--- src/rtl/vga_wb_arb_pkg.sv ---
`default_nettype none
// +----------------------------------------------------------------------+
// | vga_wb_arb_pkg                                                       |
// | Shared types and constants for the VGA WISHBONE read arbiter.        |
// | Rev 1.0                                                              |
// +----------------------------------------------------------------------+
package vga_wb_arb_pkg;

  typedef enum logic [1:0] {
    IDLE    = 2'd0,
    BUS     = 2'd1,
    RECOVER = 2'd2
  } arb_state_t;

  localparam int         STARVE_W = 4;
  localparam int         ADR_W    = 30;
  localparam logic [7:0] WDOG_MAX = 8'd255;

endpackage
`default_nettype wire

--- src/rtl/vga_arb_pick.sv ---
`default_nettype none
// +----------------------------------------------------------------------+
// | vga_arb_pick                                                         |
// | One-hot winner select: starved requesters first, then lowest index.  |
// | Rev 1.0                                                              |
// +----------------------------------------------------------------------+
module vga_arb_pick
  import vga_wb_arb_pkg::*;
#(
  parameter int NREQ = 3
) (
  input  logic [NREQ-1:0] i_req,
  input  logic [NREQ-1:0] i_at_lim,
  output logic [NREQ-1:0] o_gnt
);

  logic [NREQ-1:0] w_src;

  // Isolating the lowest set bit of the candidate set gives index-0-first priority.
  assign w_src = (|i_at_lim) ? i_at_lim : i_req;
  assign o_gnt = w_src & (~w_src + NREQ'(1));

endmodule
`default_nettype wire

--- src/rtl/vga_wb_arbiter.sv ---
`default_nettype none
// +----------------------------------------------------------------------+
// | vga_wb_arbiter                                                       |
// | Burst-granting WISHBONE read arbiter with starvation override.       |
// | Optional BUS watchdog enabled by macro VGA_WB_ARB_TIMEOUT_EN.        |
// | Rev 1.0                                                              |
// +----------------------------------------------------------------------+
module vga_wb_arbiter
  import vga_wb_arb_pkg::*;
#(
  parameter int NREQ       = 3,
  parameter int STARVE_LIM = 8
) (
  input  logic                    CLK_I,
  input  logic                    nRESET,
  input  logic                    RST_I,
  input  logic                    ena,
  input  logic [NREQ-1:0]         req_i,
  input  logic [NREQ-1:0]         last_i,
  input  logic [NREQ*ADR_W-1:0]   adr_i,
  output logic [NREQ-1:0]         gnt_o,
  output logic [NREQ-1:0]         ack_o,
  output logic [NREQ-1:0]         err_o,
  output logic                    CYC_O,
  output logic                    STB_O,
  output logic                    CAB_O,
  output logic                    WE_O,
  output logic [3:0]              SEL_O,
  output logic [ADR_W-1:0]        ADR_O,
  input  logic                    ACK_I,
  input  logic                    ERR_I,
  output logic                    SINT
);

  localparam logic [STARVE_W-1:0] c_starve_lim = STARVE_W'(STARVE_LIM);

  arb_state_t          r_state;
  logic [NREQ-1:0]     r_gnt;
  logic                r_cyc;
  logic                r_cab;
  logic                r_sint;
  logic [STARVE_W-1:0] r_starve [NREQ];

  logic [NREQ-1:0]     w_at_lim;
  logic [NREQ-1:0]     w_win;
  logic [ADR_W-1:0]    w_adr;
  logic                w_live;
  logic                w_tmo;
  logic                w_fault;
  logic                w_own_req;
  logic                w_own_last;

  generate
    for (genvar k = 0; k < NREQ; k++) begin : g_lim
      assign w_at_lim[k] = req_i[k] && (r_starve[k] == c_starve_lim);
    end
  endgenerate

  vga_arb_pick #(.NREQ(NREQ)) u_pick (
    .i_req    (req_i),
    .i_at_lim (w_at_lim),
    .o_gnt    (w_win)
  );

  always_comb begin
    w_adr = '0;
    for (int k = 0; k < NREQ; k++) begin
      if (r_gnt[k]) w_adr = w_adr | adr_i[k*ADR_W +: ADR_W];
    end
  end

  assign w_live     = ena && !RST_I;
  assign w_fault    = ERR_I || w_tmo;
  assign w_own_req  = |(req_i & r_gnt);
  assign w_own_last = |(last_i & r_gnt);

`ifdef VGA_WB_ARB_TIMEOUT_EN
  logic [7:0] r_wdog;

  always_ff @(posedge CLK_I or negedge nRESET) begin
    if (!nRESET) begin
      r_wdog <= '0;
    end else if (!w_live || r_state != BUS || ACK_I || ERR_I) begin
      r_wdog <= '0;
    end else if (r_wdog != WDOG_MAX) begin
      r_wdog <= r_wdog + 8'd1;
    end
  end

  assign w_tmo = (r_state == BUS) && (r_wdog == WDOG_MAX);
`else
  assign w_tmo = 1'b0;
`endif

  always_ff @(posedge CLK_I or negedge nRESET) begin
    if (!nRESET) begin
      r_state <= IDLE;
      r_gnt   <= '0;
      r_cyc   <= 1'b0;
      r_cab   <= 1'b0;
      r_sint  <= 1'b0;
      for (int k = 0; k < NREQ; k++) r_starve[k] <= '0;
    end else if (!w_live) begin
      r_state <= IDLE;
      r_gnt   <= '0;
      r_cyc   <= 1'b0;
      r_cab   <= 1'b0;
      r_sint  <= 1'b0;
      for (int k = 0; k < NREQ; k++) r_starve[k] <= '0;
    end else begin
      case (r_state)
        IDLE: begin
          if (|req_i) begin
            r_state <= BUS;
            r_gnt   <= w_win;
            r_cyc   <= 1'b1;
            r_cab   <= ~|(last_i & w_win);
            // Losers that are still waiting age; everyone else starts fresh.
            for (int k = 0; k < NREQ; k++) begin
              if (req_i[k] && !w_win[k])
                r_starve[k] <= (r_starve[k] == c_starve_lim) ? c_starve_lim
                                                              : r_starve[k] + STARVE_W'(1);
              else
                r_starve[k] <= '0;
            end
          end
        end
        BUS: begin
          if (w_fault || (ACK_I && w_own_last) || (!ACK_I && !w_own_req)) begin
            r_state <= RECOVER;
            r_gnt   <= '0;
            r_cyc   <= 1'b0;
            r_cab   <= 1'b0;
            if (w_fault) r_sint <= 1'b1;
          end else begin
            r_cab <= ~w_own_last;
          end
        end
        RECOVER: begin
          r_state <= IDLE;
        end
        default: begin
          r_state <= IDLE;
          r_gnt   <= '0;
          r_cyc   <= 1'b0;
          r_cab   <= 1'b0;
        end
      endcase
    end
  end

  assign gnt_o = r_gnt;
  assign ack_o = r_gnt & {NREQ{w_live && ACK_I && !w_fault}};
  assign err_o = r_gnt & {NREQ{w_live && w_fault}};
  assign CYC_O = r_cyc;
  assign STB_O = r_cyc;
  assign CAB_O = r_cab;
  assign WE_O  = 1'b0;
  assign SEL_O = 4'b1111;
  assign ADR_O = w_adr;
  assign SINT  = r_sint;

endmodule
`default_nettype wire

--- config.mk ---
export PLATFORM = sky130hd
export DESIGN_NAME = vga_wb_arbiter
export DESIGN_NICKNAME = d
export VERILOG_FILES = /design/src/rtl/vga_wb_arb_pkg.sv /design/src/rtl/vga_arb_pick.sv /design/src/rtl/vga_wb_arbiter.sv
export SDC_FILE = /design/constraint.sdc
export NUM_CORES = 1
export LEC_CHECK = 0
export CORE_MARGIN = 4
export CORE_UTILIZATION = 33
export CTS_CLUSTER_DIAMETER = 40
export DETAILED_ROUTE_END_ITERATION = 8
export GPL_ROUTABILITY_DRIVEN = 1
export PLACE_DENSITY = 0.84
export SYNTH_ARGS = -nofsm -noshare
export SYNTH_HDL_FRONTEND = slang
export SYNTH_SLANG_ARGS = --single-unit
export TNS_END_PERCENT = 1
--- constraint.sdc ---
create_clock -name CLK_I -period 2.5 [get_ports CLK_I]
set_clock_uncertainty 0.1 [all_clocks]
set_input_delay 0.5 -clock CLK_I [delete_from_list [all_inputs] [get_ports CLK_I]]
set_output_delay 0.5 -clock CLK_I [all_outputs]
set_load 0.01 [all_outputs]
==> results.md, run 1 <==
* CTS max path bufs at 2
* DR vias/cell at 5.41
* Setup Viol. Count Final at 0
* Clk pin slew, worst setup/hold paths at 70 ps
* Initial Utilization at 33.8%
* Fin area at 0.00349 mm2
* Syn avg cell area at 8.38 um2
* CP Max Fanout at 32
* CTS sink cnt at 20
* Lkg Pwr at 1.67 nW
* Hold violation total from the final report at 0
* Placed cell areas at 0.00343 mm2
* Worst skew pair latency at 260 ps
* Reg-to-reg setup timing slack at 570 ps
* RSZ-0062 raised after global routing: yes
* Top-count cell post-synth: inv_1
* PD cells at 276 mW/mm2
* Yosys warns at 0
* ANT nets after route at 0
* CTS Buf Count at 3
* Arr. time, crit path at 1850 ps
* Final std cells w/o fill at 437
* VDD IR max at 0.000166 V
* CTS tree: yes
* # H-tree levels at 1
* Drt total wl at 7400 um
* Die Wd at 82.9 um
* DR vias at 2364
* Slowest-stage cell, CP: clkdlybuf4s50_1
* Area Growth Syn to Fin at 88.3%
* Max Cap Viol at 0
* Max-slew violation count at 0
* Worst setup path class: reg2out
* Ys flop type: dfrtp_1
* Max incr delay on CP at 480 ps
* Die Area at 0.00687 mm2
* Initial antenna violation count at 0
* #FFs+latches synth at 20
* Worst endpoint required time at 1900 ps
* Worst R2R Path Depth at 6
* Layout cells sized above 1 at 7.95%
* Seq/Total Area, Yosys at 27.0%
* Tmin final at 2450 ps
* Clock root cell: clkbuf_8
* 1st-iter DRT viols at 237
* Critical Path Sink Type: output pin
* WL/cell at 16.9 um
* Synth top area cells: dfrtp_1 27%, a222oi_1 17%, inv_1 8.1%
* GRT overflow at 0
* Area of the multi-input gates at 0.00110 mm2
* Hpwl dp at 6030 um
* Worst hold stages at 1
* Worst Hold Class: reg2reg
* Core area at 0.00547 mm2
* Setup TNS at 0 ps
* Port Buffer Count at 144
* Synth area leader: dfrtp_1
* CP cell instances: buf_12 > a222oi_1 > inv_1 > clkdlybuf4s50_1
* Drt first pass iters at 9
* Max Freq at 0.408 GHz
* # DRC at 0
* Mapped Cells at 221
* Top cell type's share of synthesized area at 27.0%
* Final Wtd Congestion at 0.892
* Number of global-route vias before repair at 2276
* Startpoint types: flip-flop
* Nets@finish at 474
* Top post-synthesis cells by count: 40 x inv_1, 32 x a222oi_1, 20 x dfrtp_1
* I/O pins at 150
* Die height at 82.9 um
* Cell Area, Synth at 0.00185 mm2
* Row cnt at 27
* Diodes inserted at 0
* Tcrit/Tclk final at 98.0%
* Utilization after layout at 63.7%
* FF/Latch Area at 502 um2
* Tot GR Track Use at 20.2%
* Largest net degree at the start of global routing at 34
* First-pass GRT wire length at 11600 um
* Synth unique cells at 52
* Async SR Flop Fraction at 100%
* Total setup buffers inserted after CTS at 0
* Total power draw at 0.963 mW
* Fill count at 454
* Placed Instances at 433
* EDFF count, synth at 0
* Status: complete, no violations
==> layout by cell type (no fill, tap or decap), drive strengths merged, types with 2 or more instances in the layout <==
master | Yosys | final
a21oi | 4 | 4
dfrtp | 20 | 20
ha | 6 | 6
o21ai | 9 | 9
dlygate4sd2 | 0 | 6
conb | 2 | 5
inv | 40 | 40
o211ai | 2 | 2
a211o | 2 | 2
clkbuf | 14 | 4
buf | 9 | 16
and3b | 3 | 3
and4b | 3 | 3
nor2 | 4 | 4
o31ai | 2 | 2
nor3b | 2 | 2
and2 | 3 | 3
a222oi | 32 | 32
o41ai | 2 | 2
nand2 | 12 | 12
clkdlybuf4s50 | 0 | 137
nor3 | 4 | 4
and3 | 5 | 5
nand3 | 4 | 4
a22o | 3 | 3
nand2b | 3 | 3
a21o | 5 | 5
nor2b | 6 | 6
==> routing by layer <==
metal  share of wire [%]  global-route usage (%)  vias up  wire [um]
li1                    -                       -     1119          -
met1                  40                    24.8     1125       2960
met2                  52                    36.4      107       3820
met3                 6.8                    3.37       13        502
met4                 1.5                    4.90        0        114
met5                   0                       0        -          0
==> stage by stage <==
| step | setup slack [ps] | hold slack (ps) |
|---|---|---|
| after floorplan | 577 | 104 |
| after global placement | -90.5 | 376 |
| after detailed placement | -122 | 386 |
| after CTS | -27.3 | 403 |
| after global routing | -58.7 | 453 |
| final | 48.8 | 395 |
==> power breakdown <==
group	internal, mW	switching, mW
clock	0.141	0.112
sequential	0.330	0.0102
combinational	0.245	0.126
==> final timing paths <==
check | from | endpoint
setup / recovery | gnt_o[0] | ADR_O[24]
hold reg to reg | SINT | SINT
setup reg to reg | r_starve[4] | r_starve[10]
max in group asynchronous | nRESET | gnt_o[0]
min in group asynchronous | nRESET | r_starve[9]
hold / removal | SINT | SINT
==> worst max-delay path, delay by kind of cell (launching register included) <==
kind	cells	cell delay, ps
buf+inv	3	730
flops	1	460
compound gates	1	390
==> kinds of logic (layout without fill, tap and decap cells) <==
kind of cell	Yosys count	count (layout)	synth area share, %
compound gates	72	72	33.5
xor+xnor	2	2	0.946
fa+ha+maj	6	6	4.05
buf+inv	63	204	14.5
flops	20	20	27.0
other cells	2	5	0.406
simple gates	56	56	19.5
==> layout make-up <==
type	count	share of cell area [%]
clock buffer	4	1.58
inverter	40	4.31
multi-input combinational	141	31.4
sequential	20	14.4
tap	72	2.58
timing repair buffer	160	45.7
==> state kept, by name, summed over array words and instances, names as in the netlist <==
register / cells
CAB_O: 1
CYC_O: 1
SINT: 1
gnt_o: 3
r_starve: 12
r_state: 2
==> what timing repair did <==
action | 4_1_cts | 5_1_grt
resized for setup | 7 | 2
hold buffers | 0 | 0
pin swaps | 0 | 1
endpoints found under the setup margin | 7 | 16
hold endpoints to repair | 0 | 0
(Power assumes the default switching activity.)
==> inputs of run 2 (changes only) <==
- ABC_AREA: unset -> 0
- CORE_MARGIN: 4 -> unset
- TNS_END_PERCENT: 1 -> 50
==> run 2 against run 1 <==
Die area decreased by 14%. Flip-flop and latch count unchanged. Setup slack got worse by 6.1 ps. Clock power increased by 2%. Worst hold slack got worse by 3.7 ps. Cell count increased by 0.46%. Critical path depth unchanged. Via count increased by 1.3%. Count of clock-buffer cells in the layout unchanged. Total power increased by 0.65%.
==> results.md, run 2 (synthesis results as in run 1) <==
* # DRC at 0 (unchanged)
* Die height at 76.9 um (was 82.9 um)
* Clock root cell: clkbuf_8 (unchanged)
* Lkg Pwr at 1.91 nW (was 1.67 nW)
* Die Area at 0.00592 mm2 (was 0.00687 mm2)
* Status: complete, no violations (unchanged)
* ANT nets after route at 0 (unchanged)
* CP cell instances: clkdlybuf4s50_1 > a222oi_1 > inv_1 > clkdlybuf4s50_1 (was buf_12 > a222oi_1 > inv_1 > clkdlybuf4s50_1)
* Number of global-route vias before repair at 2348 (was 2276)
* Hold violation total from the final report at 0 (unchanged)
* Tmin final at 2460 ps (was 2450 ps)
* Final Wtd Congestion at 0.877 (was 0.892)
* Tot GR Track Use at 24.7% (was 20.2%)
* Hpwl dp at 5910 um (was 6030 um)
* GRT overflow at 0 (unchanged)
* First-pass GRT wire length at 11800 um (was 11600 um)
* Hold Slack at 391 ps (was 395 ps)
* VDD IR max at 0.000228 V (was 0.000166 V)
* RSZ-0062 raised after global routing: no (was yes)
* Nets@finish at 478 (was 474)
* Port Buffer Count at 144 (unchanged)
* Startpoint types: primary input (was flip-flop)
* Row cnt at 26 (was 27)
* CTS sink cnt at 20 (unchanged)
* Drt total wl at 7390 um (was 7400 um)
* Largest net degree at the start of global routing at 33 (was 34)
* Initial Utilization at 35.1% (was 33.8%)
* Layout cells sized above 1 at 8.94% (was 7.95%)
* DR vias/cell at 5.46 (was 5.41)
* Total power draw at 0.970 mW (was 0.963 mW)
* Arr. time, crit path at 1860 ps (was 1850 ps)
* Most frequent cells in the layout: 124 x clkdlybuf4s50_1, 40 x inv_1, 32 x a222oi_1 (was 137 x clkdlybuf4s50_1, 40 x inv_1, 32 x a222oi_1)
* Worst setup path class: in2out (was reg2out)
* DR vias at 2395 (was 2364)
* Max-slew violation count at 0 (unchanged)
* # H-tree levels at 1 (unchanged)
* Max FFs per register at 12 (unchanged)
* Commonest non-fill, non-tap cell in the layout: clkdlybuf4s50_1 (unchanged)
* I/O pins at 150 (unchanged)
* Setup Viol. Count Final at 0 (unchanged)
* CTS tree: yes (unchanged)
* CTS Buf Count at 3 (unchanged)
* Core area at 0.00527 mm2 (was 0.00547 mm2)
* Worst Hold Class: reg2reg (unchanged)
* Worst skew pair latency at 270 ps (was 260 ps)
* Slowest-stage cell, CP: clkdlybuf4s50_1 (unchanged)
* Max Freq at 0.407 GHz (was 0.408 GHz)
* WL/cell at 16.8 um (was 16.9 um)
* CP Max Fanout at 1 (was 32)
* Area Growth Syn to Fin at 90.9% (was 88.3%)
* Diodes inserted at 0 (unchanged)
* Max incr delay on CP at 490 ps (was 480 ps)
* Drt first pass iters at 5 (was 9)
* Top reg by flops: r_starve (unchanged)
* Crit-path most repeated cell: clkdlybuf4s50_1
* Hold Buf Count CTS at 0 (unchanged)
* Tcrit/Tclk final at 98.3% (was 98.0%)
* Initial antenna violation count at 0 (unchanged)
* CTS max path bufs at 2 (unchanged)
* PD cells at 274 mW/mm2 (was 276 mW/mm2)
* Critical Path Sink Type: output pin (unchanged)
* Clk pin slew, worst setup/hold paths at 70 ps (about the same)
* Die Wd at 76.9 um (was 82.9 um)
* Max Cap Viol at 0 (unchanged)
* Worst endpoint required time at 1900 ps (about the same)
* 1st-iter DRT viols at 221 (was 237)
-- run 2: worst paths after layout --
path / to / start / cells past startpoint / slack [ps]
min in group asynchronous: CAB_O / nRESET / 2 / 460
setup / recovery: ADR_O[3] / adr_i[3] / 4 / 40
setup reg to reg: CAB_O / r_starve[4] / 6 / 510
hold reg to reg: SINT / SINT / 1 / 390
hold / removal: SINT / SINT / 1 / 390
max in group asynchronous: gnt_o[0] / nRESET / 2 / 1610
-- run 2: power by group --
group          switching, mW  total (mW)  internal, mW
clock                  0.115       0.256         0.141
combinational          0.131       0.375         0.245
sequential           0.00860       0.338         0.330
total                  0.255       0.970         0.715
-- run 2: per-layer routing --
metal / vias up / global-route usage, % / routed length (um)
li1: 1131 / - / -
met1: 1131 / 28.9 / 2910
met2: 118 / 44.8 / 3800
met3: 15 / 4.52 / 509
met4: 0 / 8.46 / 170
met5: - / 0 / 0
-- run 2: critical path: cells and delay by family --
kind            cells  cell delay [ps]
buf+inv             3              980
compound gates      1              380
-- run 2: layout make-up --
class / instances / area, um2
fillers: 429 / 1740
repair buffers: 164 / 1640
multi-input cells: 141 / 1100
flip-flops and latches: 20 / 502
inverters: 40 / 150
well taps: 70 / 87.6
clock buffers: 4 / 55.1
-- run 2: what timing repair did --
item                                    4_1_cts  5_1_grt
endpoints found under the setup margin        7       24
buffers inserted                              0        1
gates cloned                                  0        0
resized for setup                             7       15
pin swaps                                     1       14
-- run 2: stage by stage --
stage	instances	TNS [ps]	util (%)	instance area, um2	worst slack (ps)
floorplan	224	0	-	1860	577
global placement	434	-513	65.3	3440	-88.6
detailed placement	434	-762	65.3	3440	-146
CTS	438	-19.2	66.2	3490	-19.2
global route	439	0	67.1	3530	4.85
finish	439	0	67.1	3530	42.7
==> inputs of run 3 (changes only) <==
- CELL_PAD_IN_SITES_DETAIL_PLACEMENT: unset -> 0
- CELL_PAD_IN_SITES_GLOBAL_PLACEMENT: unset -> 2
- CORE_UTILIZATION: 33 -> 16
- MAX_ROUTING_LAYER: unset -> met4
- PLACE_DENSITY: 0.84 -> 0.82
==> run 3 against run 2 <==
The flow now finishes with violations (DRC). Via count decreased by 2.3%. Die area is 100% higher. Global-route usage fell by 14 points. Maximum frequency grew 0.54%. Cell count is 15% higher. Largest cell class unchanged.
==> results.md, run 3 (synthesis results as in run 1) <==
* Status: complete, but fails checks (was complete, no violations)
* Violated checks: DRC
* First-pass GRT wire length at 10300 um (was 11800 um)
* Number of global-route vias before repair at 2033 (was 2348)
* Arr. time, crit path at 1840 ps (was 1860 ps)
* Fin area at 0.00363 mm2 (was 0.00353 mm2)
* I/O pins at 150 (unchanged)
* WHS Endpoint: SINT (unchanged)
* Reg2reg start: r_starve[4] (unchanged)
* RR Endpoint: CAB_O (unchanged)
* Row cnt at 38 (was 26)
* RSZ-0062 raised after global routing: yes (was no)
* Clock root cell: clkbuf_16 (was clkbuf_8)
* CTS sink cnt at 20 (unchanged)
* Setup Viol. Count Final at 0 (unchanged)
* GRT overflow at 0 (unchanged)
* Reg-to-reg setup timing slack at 540 ps (was 510 ps)
* Max FFs per register at 12 (unchanged)
* Met1 GRT Util at 14.3% (was 28.9%)
* Startpoint types: primary input (unchanged)
* Initial Utilization at 16.7% (was 35.1%)
* Critical Path Sink Type: output pin (unchanged)
* Drt first pass iters at 9 (was 5)
* Worst R2R Path Depth at 6 (unchanged)
* Setup TNS at 0 ps (unchanged)
* Largest net degree at the start of global routing at 37 (was 33)
* Core area at 0.0111 mm2 (was 0.00527 mm2)
* Crit-path most repeated cell: clkdlybuf4s50_1 (unchanged)
* Die Wd at 110 um (was 76.9 um)
* WL/cell at 14.3 um (was 16.8 um)
* Utilization after layout at 32.7% (was 67.1%)
* Clk pin slew, worst setup/hold paths at 60 ps (was 70 ps)
* Hold Startpoint: SINT (unchanged)
* Final Wtd Congestion at 0.741 (was 0.877)
* Drt total wl at 7250 um (was 7390 um)
* Worst setup path class: in2out (unchanged)
* Initial antenna violation count at 0 (unchanged)
* Met3 usage at 2.61% (was 4.52%)
* Max Freq at 0.409 GHz (was 0.407 GHz)
* Worst endpoint required time at 1900 ps (about the same)
* Die Area at 0.0120 mm2 (was 0.00592 mm2)
* Max incr delay on CP at 480 ps (was 490 ps)
* 1st-iter DRT viols at 232 (was 221)
* Most frequent cells in the layout: 136 x clkdlybuf4s50_1, 40 x inv_1, 32 x a222oi_1 (was 124 x clkdlybuf4s50_1, 40 x inv_1, 32 x a222oi_1)
* Lkg Pwr at 1.72 nW (was 1.91 nW)
* Hold Buf Count CTS at 0 (unchanged)
* Tcrit/Tclk final at 97.8% (was 98.3%)
* Worst Hold Class: reg2reg (unchanged)
* Die height at 110 um (was 76.9 um)
* VDD IR max at 0.000191 V (was 0.000228 V)
* Met2 Use GR at 18.1% (was 44.8%)
* Diodes inserted at 0 (unchanged)
* Hold violation total from the final report at 0 (unchanged)
* Layout cells sized above 1 at 8.45% (was 8.94%)
* # H-tree levels at 1 (unchanged)
* CTS tree: yes (unchanged)
* Top reg by flops: r_starve (unchanged)
* Worst hold stages at 1 (unchanged)
* DR vias at 2339 (was 2395)
* Max-slew violation count at 0 (unchanged)
* # DRC at 2 (was 0)
* Gr busiest metal: met2 (unchanged)
* CP cell instances: clkdlybuf4s50_1 > a222oi_1 > inv_1 > clkdlybuf4s50_1 (unchanged)
* Total power draw at 1.08 mW (was 0.970 mW)
* ANT nets after route at 0 (unchanged)
* Placed cell areas at 0.00353 mm2 (was 0.00344 mm2)
* Tmin final at 2440 ps (was 2460 ps)
* Port Buffer Count at 144 (unchanged)
* Slowest-stage cell, CP: clkdlybuf4s50_1 (unchanged)
* Max Cap Viol at 0 (unchanged)
* PD cells at 297 mW/mm2 (was 274 mW/mm2)
* Worst skew pair latency at 250 ps (was 270 ps)
* DR vias/cell at 4.61 (was 5.46)
* CP Max Fanout at 1 (unchanged)
* Area Growth Syn to Fin at 95.9% (was 90.9%)
* Nets@finish at 476 (was 478)
* Hpwl dp at 5880 um (was 5910 um)
* Hold Slack at 400 ps (was 391 ps)
* Tot GR Track Use at 11.1% (was 24.7%)
* CTS max path bufs at 2 (unchanged)
* Commonest non-fill, non-tap cell in the layout: clkdlybuf4s50_1 (unchanged)
* CTS Buf Count at 3 (unchanged)
## run 3: cell types whose count changed in the layout (fill, tap and decap cells not counted), sizes merged
cell	delta
dlymetal6s2s	-12
buf	-2
clkdlybuf4s50	+12
## run 3: repair_timing
item | 4_1_cts | 5_1_grt
pin swaps | 1 | 2
setup buffers | 0 | 0
setup endpoints to repair | 6 | 4
resized for setup | 9 | 2
hold endpoints to repair | 0 | 0
## run 3: final cells by class
cell class                 instances  area [um2]
fill                            1136        7450
timing repair buffer             162        1620
multi-input combinational        141        1100
sequential                        20         500
tap                              140         175
inverter                          40         150
clock buffer                       4        88.8
## run 3: where the power goes
part           switching, mW  leakage [nW]  internal [mW]
Sequential           0.00884         0.276          0.330
Combinational          0.128          1.40          0.247
Clock                  0.121        0.0442          0.244
## run 3: worst max-delay path: cells and delay by family
family                 cells  cell delay, ps
buffers and inverters      3             940
AOI/OAI and AO/OA          1             400
## run 3: routing by layer
metal / vias up / share of wire [%]
met5: - / 0
met3: 2 / 8.5
met2: 101 / 49
li1: 1128 / -
met1: 1108 / 42
met4: 0 / 0.48
## run 3: stage by stage
step / setup WS, ps / cells
after floorplan: 577 / 224
after global placement: -109 / 503
after detailed placement: -168 / 503
after CTS: 35.2 / 507
after global routing: -6.37 / 507
final: 56.0 / 507
## run 3: worst max-delay path by stage
stage | start | to | slack [ps]
3_3_place_gp | ena | ack_o[2] | -110
4_1_cts | adr_i[24] | ADR_O[24] | 40
3_5_place_dp | ena | ack_o[0] | -170
5_1_grt | gnt_o[0] | ADR_O[18] | -6
2_1_floorplan | req_i[0] | r_starve[6] | 580
6_report | adr_i[24] | ADR_O[24] | 60
